<file path="config.mk">
export PLATFORM = sky130hd
export DESIGN_NAME = wm_phase_timer
export DESIGN_NICKNAME = d
export VERILOG_FILES = /design/src/rtl/wm_timer_pkg.sv /design/src/rtl/wm_down_counter.sv /design/src/rtl/wm_phase_timer.sv
export SDC_FILE = /design/constraint.sdc
export NUM_CORES = 1
export LEC_CHECK = 0
export CORE_UTILIZATION = 40
export DETAILED_ROUTE_END_ITERATION = 8
export PLACE_DENSITY = 0.67
export RECOVER_POWER = 50
export SYNTH_ARGS = -nofsm -noshare
export SYNTH_HDL_FRONTEND = slang
export SYNTH_SLANG_ARGS = --single-unit
export TNS_END_PERCENT = 100
</file>
<file path="constraint.sdc">
create_clock -name clock -period 3.5 [get_ports clock]
set_input_delay 0.7 -clock clock [delete_from_list [all_inputs] [get_ports clock]]
set_output_delay 0.7 -clock clock [all_outputs]
set_load 0.01 [all_outputs]
</file>
<file path="src/rtl/wm_timer_pkg.sv">
// Shared types and constants for the washing-machine phase timer.
// Phase, program and state encodings plus duration scaling.
package wm_timer_pkg;

  typedef enum logic [2:0] {
    PH_NONE  = 3'd0,
    PH_FILL  = 3'd1,
    PH_HEAT  = 3'd2,
    PH_WASH  = 3'd3,
    PH_RINSE = 3'd4,
    PH_SPIN  = 3'd5
  } phase_e;

  typedef enum logic [1:0] {
    PROG_NORMAL  = 2'd0,
    PROG_QUICK   = 2'd1,
    PROG_HEAVY   = 2'd2,
    PROG_NORMAL3 = 2'd3
  } prog_e;

  typedef enum logic [1:0] {
    ST_IDLE    = 2'd0,
    ST_RUN     = 2'd1,
    ST_EXPIRED = 2'd2
  } state_e;

  localparam logic [15:0] DEF_FILL_TIME  = 16'd120;
  localparam logic [15:0] DEF_HEAT_TIME  = 16'd300;
  localparam logic [15:0] DEF_WASH_TIME  = 16'd600;
  localparam logic [15:0] DEF_RINSE_TIME = 16'd240;
  localparam logic [15:0] DEF_SPIN_TIME  = 16'd180;

  // Heavy sums in 17 bits so overflow saturates; a zero result would never expire, so it becomes 1.
  function automatic logic [15:0] scale_duration(input logic [15:0] d, input prog_e p);
    logic [16:0] s;
    case (p)
      PROG_QUICK: s = {2'b00, d[15:1]};
      PROG_HEAVY: s = {1'b0, d} + {2'b00, d[15:1]};
      default:    s = {1'b0, d};
    endcase
    if (s[16]) begin
      return 16'hFFFF;
    end
    if (s[15:0] == 16'd0) begin
      return 16'd1;
    end
    return s[15:0];
  endfunction

endpackage

</file>
<file path="src/rtl/wm_down_counter.sv">
// Loadable down counter; zero_reached strobes on the enabled 1 -> 0 step.
module wm_down_counter #(
  parameter int W = 16
) (
  input  logic         clock,
  input  logic         reset,
  input  logic         load,
  input  logic [W-1:0] load_value,
  input  logic         enable,
  output logic [W-1:0] count,
  output logic         zero_reached
);

  logic [W-1:0] count_q;
  logic [W-1:0] count_d;

  always_comb begin
    count_d = count_q;
    if (load) begin
      count_d = load_value;
    end else if (enable && (count_q != '0)) begin
      count_d = count_q - 1'b1;
    end
  end

  always_ff @(posedge clock or posedge reset) begin
    if (reset) begin
      count_q <= '0;
    end else begin
      count_q <= count_d;
    end
  end

  assign count        = count_q;
  assign zero_reached = enable && !load && (count_q == {{(W-1){1'b0}}, 1'b1});

endmodule

</file>
<file path="src/rtl/wm_phase_timer.sv">
// Phase watchdog/duration timer: decodes the active controller phase, loads a
// program-scaled duration on phase entry and pulses the matching completion output.
module wm_phase_timer
  import wm_timer_pkg::*;
#(
  parameter logic [15:0] FILL_TIME  = DEF_FILL_TIME,
  parameter logic [15:0] HEAT_TIME  = DEF_HEAT_TIME,
  parameter logic [15:0] WASH_TIME  = DEF_WASH_TIME,
  parameter logic [15:0] RINSE_TIME = DEF_RINSE_TIME,
  parameter logic [15:0] SPIN_TIME  = DEF_SPIN_TIME
) (
  input  logic        clock,
  input  logic        reset,
  input  logic        tick,
  input  logic        pause,
  input  logic [1:0]  program_Select,
  input  logic        fill_Water_Operation,
  input  logic        heat_Water_Operation,
  input  logic        wash_Operation,
  input  logic        rinse_Operation,
  input  logic        spin_Operation,
  output logic        sig_Time_Out,
  output logic        sig_Wash_Completed,
  output logic        sig_Rinse_Completed,
  output logic        sig_Spin_Completed,
  output logic [15:0] remaining,
  output logic        phase_Error
);

  state_e      state_q, state_d;
  phase_e      phase_q, phase_d;
  prog_e       prog_q, prog_d;
  logic        time_out_q, time_out_d;
  logic        wash_done_q, wash_done_d;
  logic        rinse_done_q, rinse_done_d;
  logic        spin_done_q, spin_done_d;
  logic        phase_error_q, phase_error_d;

  logic [4:0]  ops;
  phase_e      dec_phase;
  logic [15:0] base_dur;
  prog_e       prog_eff;
  logic        cnt_load;
  logic [15:0] cnt_value;
  logic        cnt_en;
  logic        cnt_zero;
  logic [15:0] cnt_count;

  always_comb begin
    ops           = {fill_Water_Operation, heat_Water_Operation, wash_Operation,
                     rinse_Operation, spin_Operation};
    phase_error_d = |(ops & (ops - 5'd1));
    case (ops)
      5'b10000: dec_phase = PH_FILL;
      5'b01000: dec_phase = PH_HEAT;
      5'b00100: dec_phase = PH_WASH;
      5'b00010: dec_phase = PH_RINSE;
      5'b00001: dec_phase = PH_SPIN;
      default:  dec_phase = PH_NONE;
    endcase
  end

  always_comb begin
    case (dec_phase)
      PH_FILL:  base_dur = FILL_TIME;
      PH_HEAT:  base_dur = HEAT_TIME;
      PH_WASH:  base_dur = WASH_TIME;
      PH_RINSE: base_dur = RINSE_TIME;
      PH_SPIN:  base_dur = SPIN_TIME;
      default:  base_dur = 16'd0;
    endcase
    // A fresh run from IDLE samples the selector; phase-to-phase moves keep the latched program.
    prog_eff = (state_q == ST_IDLE) ? prog_e'(program_Select) : prog_q;
  end

  always_comb begin
    state_d      = state_q;
    phase_d      = dec_phase;
    prog_d       = prog_q;
    time_out_d   = 1'b0;
    wash_done_d  = 1'b0;
    rinse_done_d = 1'b0;
    spin_done_d  = 1'b0;
    cnt_load     = 1'b0;
    cnt_value    = scale_duration(base_dur, prog_eff);
    if (dec_phase == PH_NONE) begin
      state_d   = ST_IDLE;
      cnt_load  = 1'b1;
      cnt_value = 16'd0;
    end else if (dec_phase != phase_q) begin
      state_d  = ST_RUN;
      cnt_load = 1'b1;
      if (state_q == ST_IDLE) begin
        prog_d = prog_e'(program_Select);
      end
    end else if ((state_q == ST_RUN) && cnt_zero) begin
      state_d = ST_EXPIRED;
      case (phase_q)
        PH_FILL, PH_HEAT: time_out_d   = 1'b1;
        PH_WASH:          wash_done_d  = 1'b1;
        PH_RINSE:         rinse_done_d = 1'b1;
        PH_SPIN:          spin_done_d  = 1'b1;
        default:          ;
      endcase
    end
  end

  assign cnt_en = (state_q == ST_RUN) && tick && !pause;

  wm_down_counter #(
    .W(16)
  ) u_counter (
    .clock       (clock),
    .reset       (reset),
    .load        (cnt_load),
    .load_value  (cnt_value),
    .enable      (cnt_en),
    .count       (cnt_count),
    .zero_reached(cnt_zero)
  );

  always_ff @(posedge clock or posedge reset) begin
    if (reset) begin
      state_q       <= ST_IDLE;
      phase_q       <= PH_NONE;
      prog_q        <= PROG_NORMAL;
      time_out_q    <= 1'b0;
      wash_done_q   <= 1'b0;
      rinse_done_q  <= 1'b0;
      spin_done_q   <= 1'b0;
      phase_error_q <= 1'b0;
    end else begin
      state_q       <= state_d;
      phase_q       <= phase_d;
      prog_q        <= prog_d;
      time_out_q    <= time_out_d;
      wash_done_q   <= wash_done_d;
      rinse_done_q  <= rinse_done_d;
      spin_done_q   <= spin_done_d;
      phase_error_q <= phase_error_d;
    end
  end

  assign sig_Time_Out        = time_out_q;
  assign sig_Wash_Completed  = wash_done_q;
  assign sig_Rinse_Completed = rinse_done_q;
  assign sig_Spin_Completed  = spin_done_q;
  assign remaining           = cnt_count;
  assign phase_Error         = phase_error_q;

endmodule

</file>
==> results of run 1 <==
## cell families after synthesis
logic type	after synthesis	share of synthesized area, %
mux	3	1.30
flops	28	30.4
simple gates	114	26.9
buf+inv	33	6.03
fa+ha+maj	11	5.97
xor+xnor	21	8.31
compound gates	71	21.1
## routing by layer
metal	up-vias	wire, um	track usage, %
met2	59	2690	33.4
met4	0	44	4.34
met5	-	0	0
met3	4	230	1.76
li1	1151	-	-
met1	1077	2670	27.2
## placed cells by master, fill, tap and decap left out, types with 9 or more instances in the layout
cell             count
ha_1                11
buf_4               42
nor4_1              10
xor2_1              11
o21ai_0             13
nand2_1             24
a21oi_1             16
xnor2_1              9
nor2_1              30
inv_1               17
clkdlybuf4s50_1     22
dlygate4sd3_1        9
dfrtp_1             28
## timing repair
item,in CTS,in global routing
setup buffers,0,0
hold buffers,0,0
setup endpoints to repair,0,1
resized for setup,0,1
## through the flow
| step | utilization (%) | instances |
|---|---|---|
| after detailed placement | 53.1 | 410 |
| after floorplan | - | 281 |
| after CTS | 54.1 | 414 |
| final | 54.2 | 414 |
| after global routing | 54.2 | 414 |
| after global placement | 53.1 | 410 |
## area by class of cell
class / instances / area share (%)
Clock buffer: 4 / 1.83
Tap cell: 72 / 3.00
Multi-Input combinational cell: 220 / 48.9
Inverter: 17 / 2.12
Timing Repair Buffer: 73 / 20.8
Sequential cell: 28 / 23.3
## power by group
group	total [mW]	internal, mW	switching, mW
clock	0.194	0.100	0.0935
sequential	0.361	0.343	0.0180
combinational	0.296	0.135	0.161
## worst max-delay path, cell delays in order
cell	delay, ns
clkdlybuf4s50_1	0.51
buf_4	0.21
xor2_1	0.14
o211a_1	0.23
ha_1	0.21
ha_1	0.19
a221o_1	0.38
a21oi_1	0.21
o21ai_1	0.12
or3_1	0.35
a32oi_1	0.18
a211oi_1	0.07
## worst paths after layout
kind	start	end	cells past startpoint
worst max-delay path	fill_Water_Operation	u_counter.count[0]$_DFFE_PP0P_	12
worst min-delay path	phase_q[2]$_DFF_PP0_	sig_Time_Out$_DFF_PP0_	1
worst max register to register	state_q[0]$_DFFE_PP0P_	u_counter.count[4]$_DFFE_PP0P_	11
min in group asynchronous	reset	u_counter.count[14]$_DFFE_PP0P_	2
max in group asynchronous	reset	u_counter.count[15]$_DFFE_PP0P_	2
worst min register to register	phase_q[2]$_DFF_PP0_	sig_Time_Out$_DFF_PP0_	1
## flip-flops by register name, summed over array words and instances (netlist names)
register	flops
sig_Time_Out	1
state_q	2
u_counter.count	16
phase_Error	1
phase_q	3
sig_Spin_Completed	1
prog_q	2
sig_Rinse_Completed	1
sig_Wash_Completed	1
==> summary.md, run 1 <==
| Metric | Value |
|---|---|
| Status | complete, no violations |
| Top_reg_cell synth | dfrtp_1 |
| Longest Clk Path Bufs | 2 |
| Setup CP Type | primary input to flip-flop |
| Avg Cell Area, Syn | 8.20 sq um |
| Critical path launch point type | primary input |
| Leading area contributor after synthesis | dfrtp_1 |
| Final non-filler cell area | 3000 sq um |
| Area of the multi-input gates | 1470 sq um |
| Final antenna-violating net count | 0 |
| Hold Fails Final Rpt | 0 |
| Num ports | 32 |
| # DRC | 0 |
| GRT Resource Usage Total | 19.7% |
| Diode count | 0 |
| Final #Nets | 365 |
| Unique cell type count in the Yosys netlist | 53 |
| Sum Neg Setup Slack | 0 ns |
| Die Span Y | 77.9 um |
| Routed len/inst | 13.6 um |
| Syn Std Cell Area | 2300 sq um |
| Placer Congestion | 0.850 |
| Leak | 1.35 nW |
| Quantity of I/O buffers inserted on ports | 31 |
| Pre-CTS WS | -0.167 ns |
| Gate Count Post-Synth | 281 |
| # fillers | 537 |
| Post-synth EDFFs | 0 |
| Largest net degree at the start of global routing | 29 |
| CP required | 3.65 ns |
| Hold WC Path Type | flip-flop to flip-flop |
| Crit share post-route | 95.9% |
| Setup ws final | 0.142 ns |
| Die footprint | 6070 sq um |
| Worst R2R Setup Slack | 0.50 ns |
| Fmax | 0.298 GHz |
| Data arrival, critical path | 3.51 ns |
| Slew Viols, Final | 0 |
| Final setup viols | 0 |
| Worst VDD drop | 0.000132 V |
| Kind of end point of the critical path | flip-flop |
| Initial DRT Pass Iterations | 4 |
| Yosys warns | 0 |
| GR Overflow Total | 0 |
| H-tree Lvls | 1 |
| Clock Skew | 0.00676 ns |
| Share of the synthesized area in the top cell type | 30.4% |
| Max-cap violations | 0 |
| Share of cells above drive strength 1 | 15.8% |
| Initial antenna violation count | 0 |
| Async set-or-reset flop fraction in the synthesized netlist | 100% |
| Via density | 5.53 |
| Initial Utilization | 41.6% |
| Worst-skew pair later-pin latency | 0.27 ns |
| CP max FO | 5 |
| Leading post-synthesis cells by cell area | dfrtp_1 30%, ha_1 6.0%, nor2_1 4.9% |
| Most common cell in the netlist | nor2_1 |
| Storage element area | 701 sq um |
| Max_slew headroom | 30.0% |
| Root Buffer | clkbuf_8 |
| Seq cells post-synth | 28 |
| Syn Nets | 303 |
| Clock transition at path regs | 0.09 ns |
| Post-DP HPWL | 4.46 mm |
| Clock Sinks | 28 |
| Die W | 77.9 um |
| Power Density | 283 nW/um^2 |
| Starting DRT DRC Count | 96 |
| Seq/Total Area, Yosys | 30.4% |
| Total Power | 0.851 mW |
| Post-placement cell area | 2940 sq um |
| Worst hold slack | 0.537 ns |
| Core ar. | 5540 sq um |
| Area growth syn-to-layout | 30.4% |
| RSZ-0062 raised after global routing | false |
| Global-route wire length before repair | 9.74 mm |
| Site Rows | 27 |
| CTS tree | done |
| Via count | 2291 |
| Final WL | 5.63 mm |
| CTS buffer count | 3 |
| Vias in the first global route | 2112 |
| Worst Max-Slew Pin Slew | 1.05 ns |
| Tmin final | 3.36 ns |
| List of most frequent post-synthesis cells | 30 x nor2_1, 28 x dfrtp_1, 24 x nand2_1 |
Note: power is estimated with default switching activity, not from simulation.
==> inputs of run 2 (changes only) <==
--- a/config.mk
+++ b/config.mk
@@ -5,11 +5,13 @@
 export SDC_FILE = /design/constraint.sdc
 export NUM_CORES = 1
 export LEC_CHECK = 0
-export CORE_UTILIZATION = 40
+export CORE_UTILIZATION = 54
 export DETAILED_ROUTE_END_ITERATION = 8
-export PLACE_DENSITY = 0.67
+export HOLD_SLACK_MARGIN = 0.02
+export PLACE_DENSITY = 0.84
 export RECOVER_POWER = 50
 export SYNTH_ARGS = -nofsm -noshare
 export SYNTH_HDL_FRONTEND = slang
+export SYNTH_HIERARCHICAL = 1
 export SYNTH_SLANG_ARGS = --single-unit
 export TNS_END_PERCENT = 100
==> run 2 against run 1 <==
Compared with the run above: sequential power up 8.3%; via count up 7.0%; hold slack worse by 0.020 ns; sequential cell count unchanged; fmax up 0.64%; power up 9.6%; highest routed layer unchanged; first-iteration DRC count rose to 2.8 times the previous value; clock-buffer cell count down 1; cell count down 2.7%; largest cell class unchanged; final area up 5.3%; worst setup slack better by 0.021 ns.
==> summary.md, run 2 <==
| Metric | Value |
|---|---|
| Status | complete, no violations |
| Seq/Total Area, Yosys | 28.2% (-2.2 points) |
| Hold worst-path end | sig_Time_Out$_DFF_PP0_ |
| Share of power burned in the clock network | 18.8% (-4.0 points) |
| Leading post-synthesis cells by cell area | dfrtp_1 28%, ha_1 5.0%, a21oi_1 4.0% |
| Worst-skew pair later-pin latency | 0.28 ns (about the same) |
| Yosys warns | 6 (+6) |
| Worst Max-Slew Pin Slew | 0.626 ns (-0.424 ns) |
| Adder-cell share of the synthesized area | 5.84% (-0.14 points) |
| Worst R2R Setup Slack | 0.69 ns (+0.19 ns) |
| Tmin final | 3.34 ns (-0.0213 ns) |
| Hold_sp | phase_q[2]$_DFF_PP0_ |
| GRT Resource Usage Total | 27.3% (+7.5 points) |
| Largest net degree at the start of global routing | 25 (-14%) |
| CTS tree | done |
| Share of cells above drive strength 1 | 21.7% (+5.9 points) |
| Share of the synthesized area in the top cell type | 28.2% (-2.2 points) |
| Unique cell type count in the Yosys netlist | 79 (+49%) |
| Initial DRT Pass Iterations | 4 (unchanged) |
| Reg2reg path depth | 10 (-1) |
| # DRC | 0 (unchanged) |
| Simple-gate share of the synthesized area | 27.6% (+0.69 points) |
| Most frequent cells in the layout | 43 x buf_4, 28 x dfrtp_1, 23 x nor2_1 |
| Placer Congestion | 0.931 (+9.6%) |
| Site Rows | 24 (-11%) |
| Fmax | 0.300 GHz (+0.64%) |
| Sum Neg Setup Slack | 0 ns (unchanged) |
| Routed len/inst | 15.8 um (+16%) |
| Combinational share of power | 39.3% (+4.5 points) |
| Kind of end point of the critical path | flip-flop |
| Syn Std Cell Area | 2490 sq um (+7.9%) |
| Max_slew headroom | 58.2% (+28 points) |
| Gate Count Post-Synth | 285 (+1.4%) |
| Final WL | 6.37 mm (+13%) |
| Hold Path Cell Cnt | 1 (unchanged) |
| Worst VDD drop | 0.000153 V (+16%) |
| Switch share | 35.2% (+3.2 points) |
| Avg Cell Area, Syn | 8.72 sq um (+6.4%) |
| NetSw | 0.329 mW (+21%) |
| Root Buffer | clkbuf_8 |
| Diode count | 0 (unchanged) |
| Leading area contributor after synthesis | dfrtp_1 |
| Die W | 69.9 um (-10%) |
| Critical path launch point type | primary input |
| Core ar. | 4380 sq um (-21%) |
| Slew Viols, Final | 0 (unchanged) |
| Worst R2R Start | state_q[0]$_DFFE_PP0P_ |
| Final #Nets | 375 (+2.7%) |
| Cts hold-fix bufs | 0 (unchanged) |
| CP max FO | 5 (unchanged) |
| Final antenna-violating net count | 0 (unchanged) |
| Post-DP HPWL | 4.80 mm (+7.7%) |
| Post-synth EDFFs | 0 (unchanged) |
| Synth Area in XOR/XNOR | 4.18% (-4.1 points) |
| Max reg flops | 16 (unchanged) |
| Async set-or-reset flop fraction in the synthesized netlist | 100% (unchanged) |
| Inst Count DP | 400 (-2.4%) |
| Die Span Y | 69.9 um (-10%) |
| Mux cell area share after synthesis | 3.42% (+2.1 points) |
| Via count | 2451 (+7.0%) |
| Die footprint | 4880 sq um (-20%) |
| Post-synthesis compound-gate area fraction | 24.4% (+3.3 points) |
| Main combinational cell family by area after synthesis | simple AND/OR/NAND/NOR gates |
| Internal | 0.604 mW (+4.4%) |
| Clock transition at path regs | 0.10 ns (about the same) |
| Seq pwr share | 41.9% (-0.5 points) |
| CP required | 3.67 ns (+0.02 ns) |
| Max-cap violations | 0 (unchanged) |
| Total Power | 0.933 mW (+9.6%) |
| RSZ-0062 raised after global routing | false |
| H-tree Lvls | 1 (unchanged) |
| Longest Clk Path Bufs | 2 (unchanged) |
| List of most frequent post-synthesis cells | 28 x dfrtp_1, 23 x nor2_1, 20 x a21oi_1, 20 x nand2_1, 15 x inv_1 |
| Worst r2r dst | u_counter/count[0]$_DFFE_PP0P_ |
| Clock Skew | 0.0151 ns (+0.00834 ns) |
| Setup bufs post-CTS | 0 (unchanged) |
| Most common cell after layout, fill and taps aside | buf_4 |
| Final setup viols | 0 (unchanged) |
| Initial Utilization | 56.7% (+15 points) |
| Fin cells | 403 (-2.7%) |
| Quantity of I/O buffers inserted on ports | 31 (unchanged) |
| Clock Sinks | 28 (unchanged) |
| GR Overflow Total | 0 (unchanged) |
| Setup CP Type | primary input to flip-flop |
| Seq cells post-synth | 28 (unchanged) |
| Starting DRT DRC Count | 271 (+180%) |
| Num ports | 32 (unchanged) |
| Most common cell in the netlist | dfrtp_1 |
| Leak | 1.42 nW (+4.8%) |
| Initial antenna violation count | 0 (unchanged) |
| CTS buffer count | 3 (unchanged) |
| Hold WC Path Type | flip-flop to flip-flop |
| Hold Fails Final Rpt | 0 (unchanged) |
| Final non-filler cell area | 3160 sq um (+5.3%) |
| Vias in the first global route | 2341 (+11%) |
| Top_reg_cell synth | dfrtp_1 |
| Area growth syn-to-layout | 27.3% |
| Crit share post-route | 95.3% (-0.61 points) |
| Global-route wire length before repair | 10.9 mm (+12%) |
| Data arrival, critical path | 3.51 ns (about the same) |
| Via density | 6.08 (+9.9%) |
| Power Density | 295 nW/um^2 (+4.1%) |
| Post-placement cell area | 3100 sq um (+5.4%) |
==> run 2: cell type report <==
type                            count  area [sq um]
Fill cell                         362          1220
Inverter                           16          60.1
Sequential cell                    28           701
Multi-Input combinational cell    230          1660
Tap cell                           52          65.1
Timing Repair Buffer               74           637
Clock buffer                        3          41.3
==> run 2: kinds of logic after synthesis <==
kind of cell / count (synthesis)
xor gates and xnor gates: 11
DFF: 28
muxes: 7
other: 1
AOI/OAI and AO/OA: 80
adders and majority gates: 11
buffers and inverters: 31
and+or+nand+nor: 116
==> run 2: per-layer routing <==
layer | part of all wire (%) | routed length, um | GRT usage [%] | vias up
met2 | 49 | 3110 | 45.7 | 83
met5 | 0 | 0 | 0 | -
met4 | 1.2 | 78 | 7.11 | 0
met1 | 45 | 2860 | 38.2 | 1159
met3 | 4.9 | 313 | 1.88 | 7
li1 | - | - | - | 1202
==> run 2: timing repair <==
item | in CTS | in global routing
resized for setup | 1 | 6
pin swaps | 0 | 1
hold endpoints to repair | 0 | 0
gates cloned | 0 | 0
setup endpoints to repair | 1 | 3
==> run 2: power by group through the flow <==
stage	combinational, mW	sequential (mW)	clock, mW
3_3_place_gp	0.352	0.393	0
4_1_cts	0.362	0.390	0.177
2_1_floorplan	0.225	0.395	0
6_report	0.367	0.391	0.175
5_1_grt	0.401	0.396	0.193
3_5_place_dp	0.360	0.396	0
==> run 2: worst max-delay path, stage by stage <==
cell and delay, ns:
clkdlybuf4s50_1 0.56, o21ai_0 0.14, o211a_1 0.17, ha_1 0.23, fa_1 0.40, a21o_1 0.21, a21oi_2 0.19, a21oi_1 0.12
mux2_2 0.29, a21oi_1 0.13, nor3_1 0.07, a211o_1 0.29
==> run 2: how the worst max path moves through the flow <==
stage	from	to	cells after the start
after floorplan	wash_Operation	u_counter/count[0]$_DFFE_PP0P_	11
after global placement	fill_Water_Operation	u_counter/count[0]$_DFFE_PP0P_	12
after detailed placement	fill_Water_Operation	u_counter/count[0]$_DFFE_PP0P_	12
after CTS	wash_Operation	u_counter/count[0]$_DFFE_PP0P_	12
after global routing	heat_Water_Operation	u_counter/count[0]$_DFFE_PP0P_	12
final	heat_Water_Operation	u_counter/count[0]$_DFFE_PP0P_	12
==> run 2: metrics by stage <==
| stage | utilization, % | worst slack, ns | hold slack (ns) |
|---|---|---|---|
| 2_1_floorplan | - | 0.208 | 0.472 |
| 3_3_place_gp | 70.8 | -0.267 | 0.493 |
| 3_5_place_dp | 70.8 | -0.319 | 0.496 |
| 4_1_cts | 71.7 | 0.0440 | 0.520 |
| 5_1_grt | 72.2 | 0.0225 | 0.544 |
| 6_report | 72.2 | 0.163 | 0.516 |
==> inputs of run 3 (changes only) <==
--- a/config.mk
+++ b/config.mk
@@ -10,6 +10,7 @@
 export HOLD_SLACK_MARGIN = 0.02
 export PLACE_DENSITY = 0.84
 export RECOVER_POWER = 50
+export REMOVE_ABC_BUFFERS = 1
 export SYNTH_ARGS = -nofsm -noshare
 export SYNTH_HDL_FRONTEND = slang
 export SYNTH_HIERARCHICAL = 1
==> constraint.sdc (replaced) <==
create_clock -name clock -period 3.5 [get_ports clock]
set_input_delay 1.05 -clock clock [delete_from_list [all_inputs] [get_ports clock]]
set_output_delay 1.05 -clock clock [all_outputs]
set_load 0.01 [all_outputs]
==> run 3 against run 2 <==
Compared with the run above: via count up 5.0%; sequential power about the same; first-iteration DRC count down 4.4%; critical path type unchanged; largest cell class unchanged; largest power group is now combinational cells.
==> summary.md, run 3 (same netlist as run 2, synthesis figures left out) <==
| Metric | Value |
|---|---|
| Pre-CTS WS | -0.695 ns (-0.376 ns) |
| Status | complete, no violations |
| Clock Skew | 0.00908 ns (-0.00602 ns) |
| Post-DP HPWL | 5.05 mm (+5.1%) |
| Max_slew headroom | 56.4% (-1.9 points) |
| Critical path launch point type | primary input |
| Initial DRT Pass Iterations | 5 (+1) |
| Critical Path Slowest Stage Cell | mux2_4 |
| Max-cap violations | 0 (unchanged) |
| Post-placement cell area | 3160 sq um (+1.9%) |
| Buf/Inv on CP | 5 (+4) |
| Max reg flops | 16 (unchanged) |
| CP required | 3.67 ns (about the same) |
| Vias in the first global route | 2465 (+5.3%) |
| Via count | 2573 (+5.0%) |
| Quantity of I/O buffers inserted on ports | 31 (unchanged) |
| Data arrival, critical path | 3.61 ns (+0.10 ns) |
| GR Overflow Total | 0 (unchanged) |
| Longest Clk Path Bufs | 2 (unchanged) |
| Hold Fails Final Rpt | 0 (unchanged) |
| Final #Nets | 386 (+2.9%) |
| Largest net degree at the start of global routing | 25 (unchanged) |
| Most frequent cells in the layout | 51 x buf_4, 28 x dfrtp_1, 23 x nor2_1 |
| Worst-skew pair later-pin latency | 0.28 ns (about the same) |
| Max incr delay on CP | 0.33 ns (-0.23 ns) |
| Via density | 6.21 (+2.2%) |
| H-tree Lvls | 1 (unchanged) |
| Worst VDD drop | 0.000167 V (+9.3%) |
| Clock Sinks | 28 (unchanged) |
| Worst Setup SP | heat_Water_Operation |
| Inst Count DP | 408 (+2.0%) |
| Final setup viols | 0 (unchanged) |
| Share of cells above drive strength 1 | 28.5% (+6.8 points) |
| CP max FO | 7 (+2) |
| Tmin final | 3.43 ns (+0.0972 ns) |
| Most common cell after layout, fill and taps aside | buf_4 |
| Hold WC Path Type | flip-flop to flip-flop |
| Setup CP Type | primary input to flip-flop |
| GRT Resource Usage Total | 29.2% (+1.9 points) |
| CTS tree | done |
| Setup ws final | 0.0663 ns (-0.0972 ns) |
| Num ports | 32 (unchanged) |
| Die Span Y | 69.9 um (unchanged) |
| Starting DRT DRC Count | 259 (-4.4%) |
| Clock transition at path regs | 0.10 ns (about the same) |
| Die W | 69.9 um (unchanged) |
| CP Cell Sequence | dlygate4sd2_1, buf_6, inv_1, o211ai_1, buf_4, a21oi_4, buf_4, ha_4, a21o_1, a21oi_2, a21oi_2, mux2_4, a21oi_4, nor3_2, a211o_1 |
| Delay-heaviest family, CP | compound AO/OA/AOI/OAI gates |
| Kind of end point of the critical path | flip-flop |
| Routed len/inst | 16.6 um (+5.1%) |
| # fillers | 313 (-14%) |
| Area growth syn-to-layout | 33.7% |
| Crit share post-route | 98.1% (+2.8 points) |
| Leak | 1.46 nW (+2.6%) |
| Final antenna-violating net count | 0 (unchanged) |
| CTS buffer count | 3 (unchanged) |
| Diode count | 0 (unchanged) |
| Final non-filler cell area | 3320 sq um (+5.0%) |
| Initial Utilization | 56.7% (unchanged) |
| Worst R2R Start | state_q[0]$_DFFE_PP0P_ |
| Die footprint | 4880 sq um (unchanged) |
| Slew Viols, Final | 0 (unchanged) |
| Root Buffer | clkbuf_8 |
| Initial antenna violation count | 0 (unchanged) |
| Worst Max-Slew Pin Slew | 0.653 ns (+0.0279 ns) |
| Fin cells | 414 (+2.7%) |
| Fmax | 0.291 GHz (-2.8%) |
| Core ar. | 4380 sq um (unchanged) |
| Global-route wire length before repair | 11.6 mm (+6.1%) |
| Final WL | 6.87 mm (+7.9%) |
| Site Rows | 24 (unchanged) |
| Hold_sp | prog_q[1]$_DFFE_PP0P_ |
| # DRC | 0 (unchanged) |
| Placer Congestion | 1.01 (+8.9%) |
| Power Density | 292 nW/um^2 (-1.1%) |
| Worst R2R Setup Slack | 0.64 ns (-0.05 ns) |
## run 3: cell types whose count changed in the layout (fill, tap and decap cells not counted), sizes merged
cell	before	now
buf	43	55
clkbuf	3	6
dlymetal6s2s	2	0
clkdlybuf4s50	20	19
dlygate4sd3	8	7
## run 3: metal layers
| metal | GRT usage [%] | routed length, um | up-vias |
|---|---|---|---|
| met5 | 0 | 0 | - |
| met4 | 10.2 | 115 | 0 |
| met3 | 3.61 | 354 | 12 |
| met2 | 48.6 | 3430 | 103 |
| met1 | 39.1 | 2970 | 1244 |
| li1 | - | - | 1214 |
## run 3: layout make-up
type,count,area (sq um),area share (%)
tap,52,65.1,1.96
timing repair buffer,85,701,21.1
multi-input combinational,230,1760,52.8
clock buffer,3,41.3,1.24
inverter,16,60.1,1.81
sequential,28,701,21.1
## run 3: what timing repair did
action	in CTS	in global routing
endpoints found under the hold margin	0	0
setup buffers	0	4
endpoints found under the setup margin	12	3
hold buffers	0	0
gates resized for setup	23	23
pin swaps	4	11
## run 3: path summary, 6_finish.rpt
check,depth (start not counted),end
hold reg to reg,1,prog_q[1]$_DFFE_PP0P_
max in group asynchronous,2,u_counter/count[2]$_DFFE_PP0P_
hold / removal,1,prog_q[1]$_DFFE_PP0P_
min in group asynchronous,2,state_q[1]$_DFFE_PP0P_
setup reg to reg,8,u_counter/count[5]$_DFFE_PP0P_
setup / recovery,15,u_counter/count[0]$_DFFE_PP0P_
## run 3: report_power, final
| part | internal (mW) | leakage [nW] | switching, mW |
|---|---|---|---|
| logic | 0.190 | 1.07 | 0.210 |
| clock network | 0.0774 | 0.0216 | 0.101 |
| registers | 0.352 | 0.367 | 0.0377 |
| total | 0.620 | 1.46 | 0.349 |
## run 3: through the flow
step / hold slack [ns] / utilization, % / setup TNS [ns] / power (mW)
after detailed placement: 0.510 / 72.2 / -6.09 / 0.763
after CTS: 0.531 / 74.7 / 0 / 0.948
after global placement: 0.488 / 72.2 / -4.96 / 0.750
after floorplan: 0.472 / - / -0.181 / 0.605
after global routing: 0.550 / 75.8 / -0.0384 / 1.03
final: 0.539 / 75.8 / 0 / 0.969
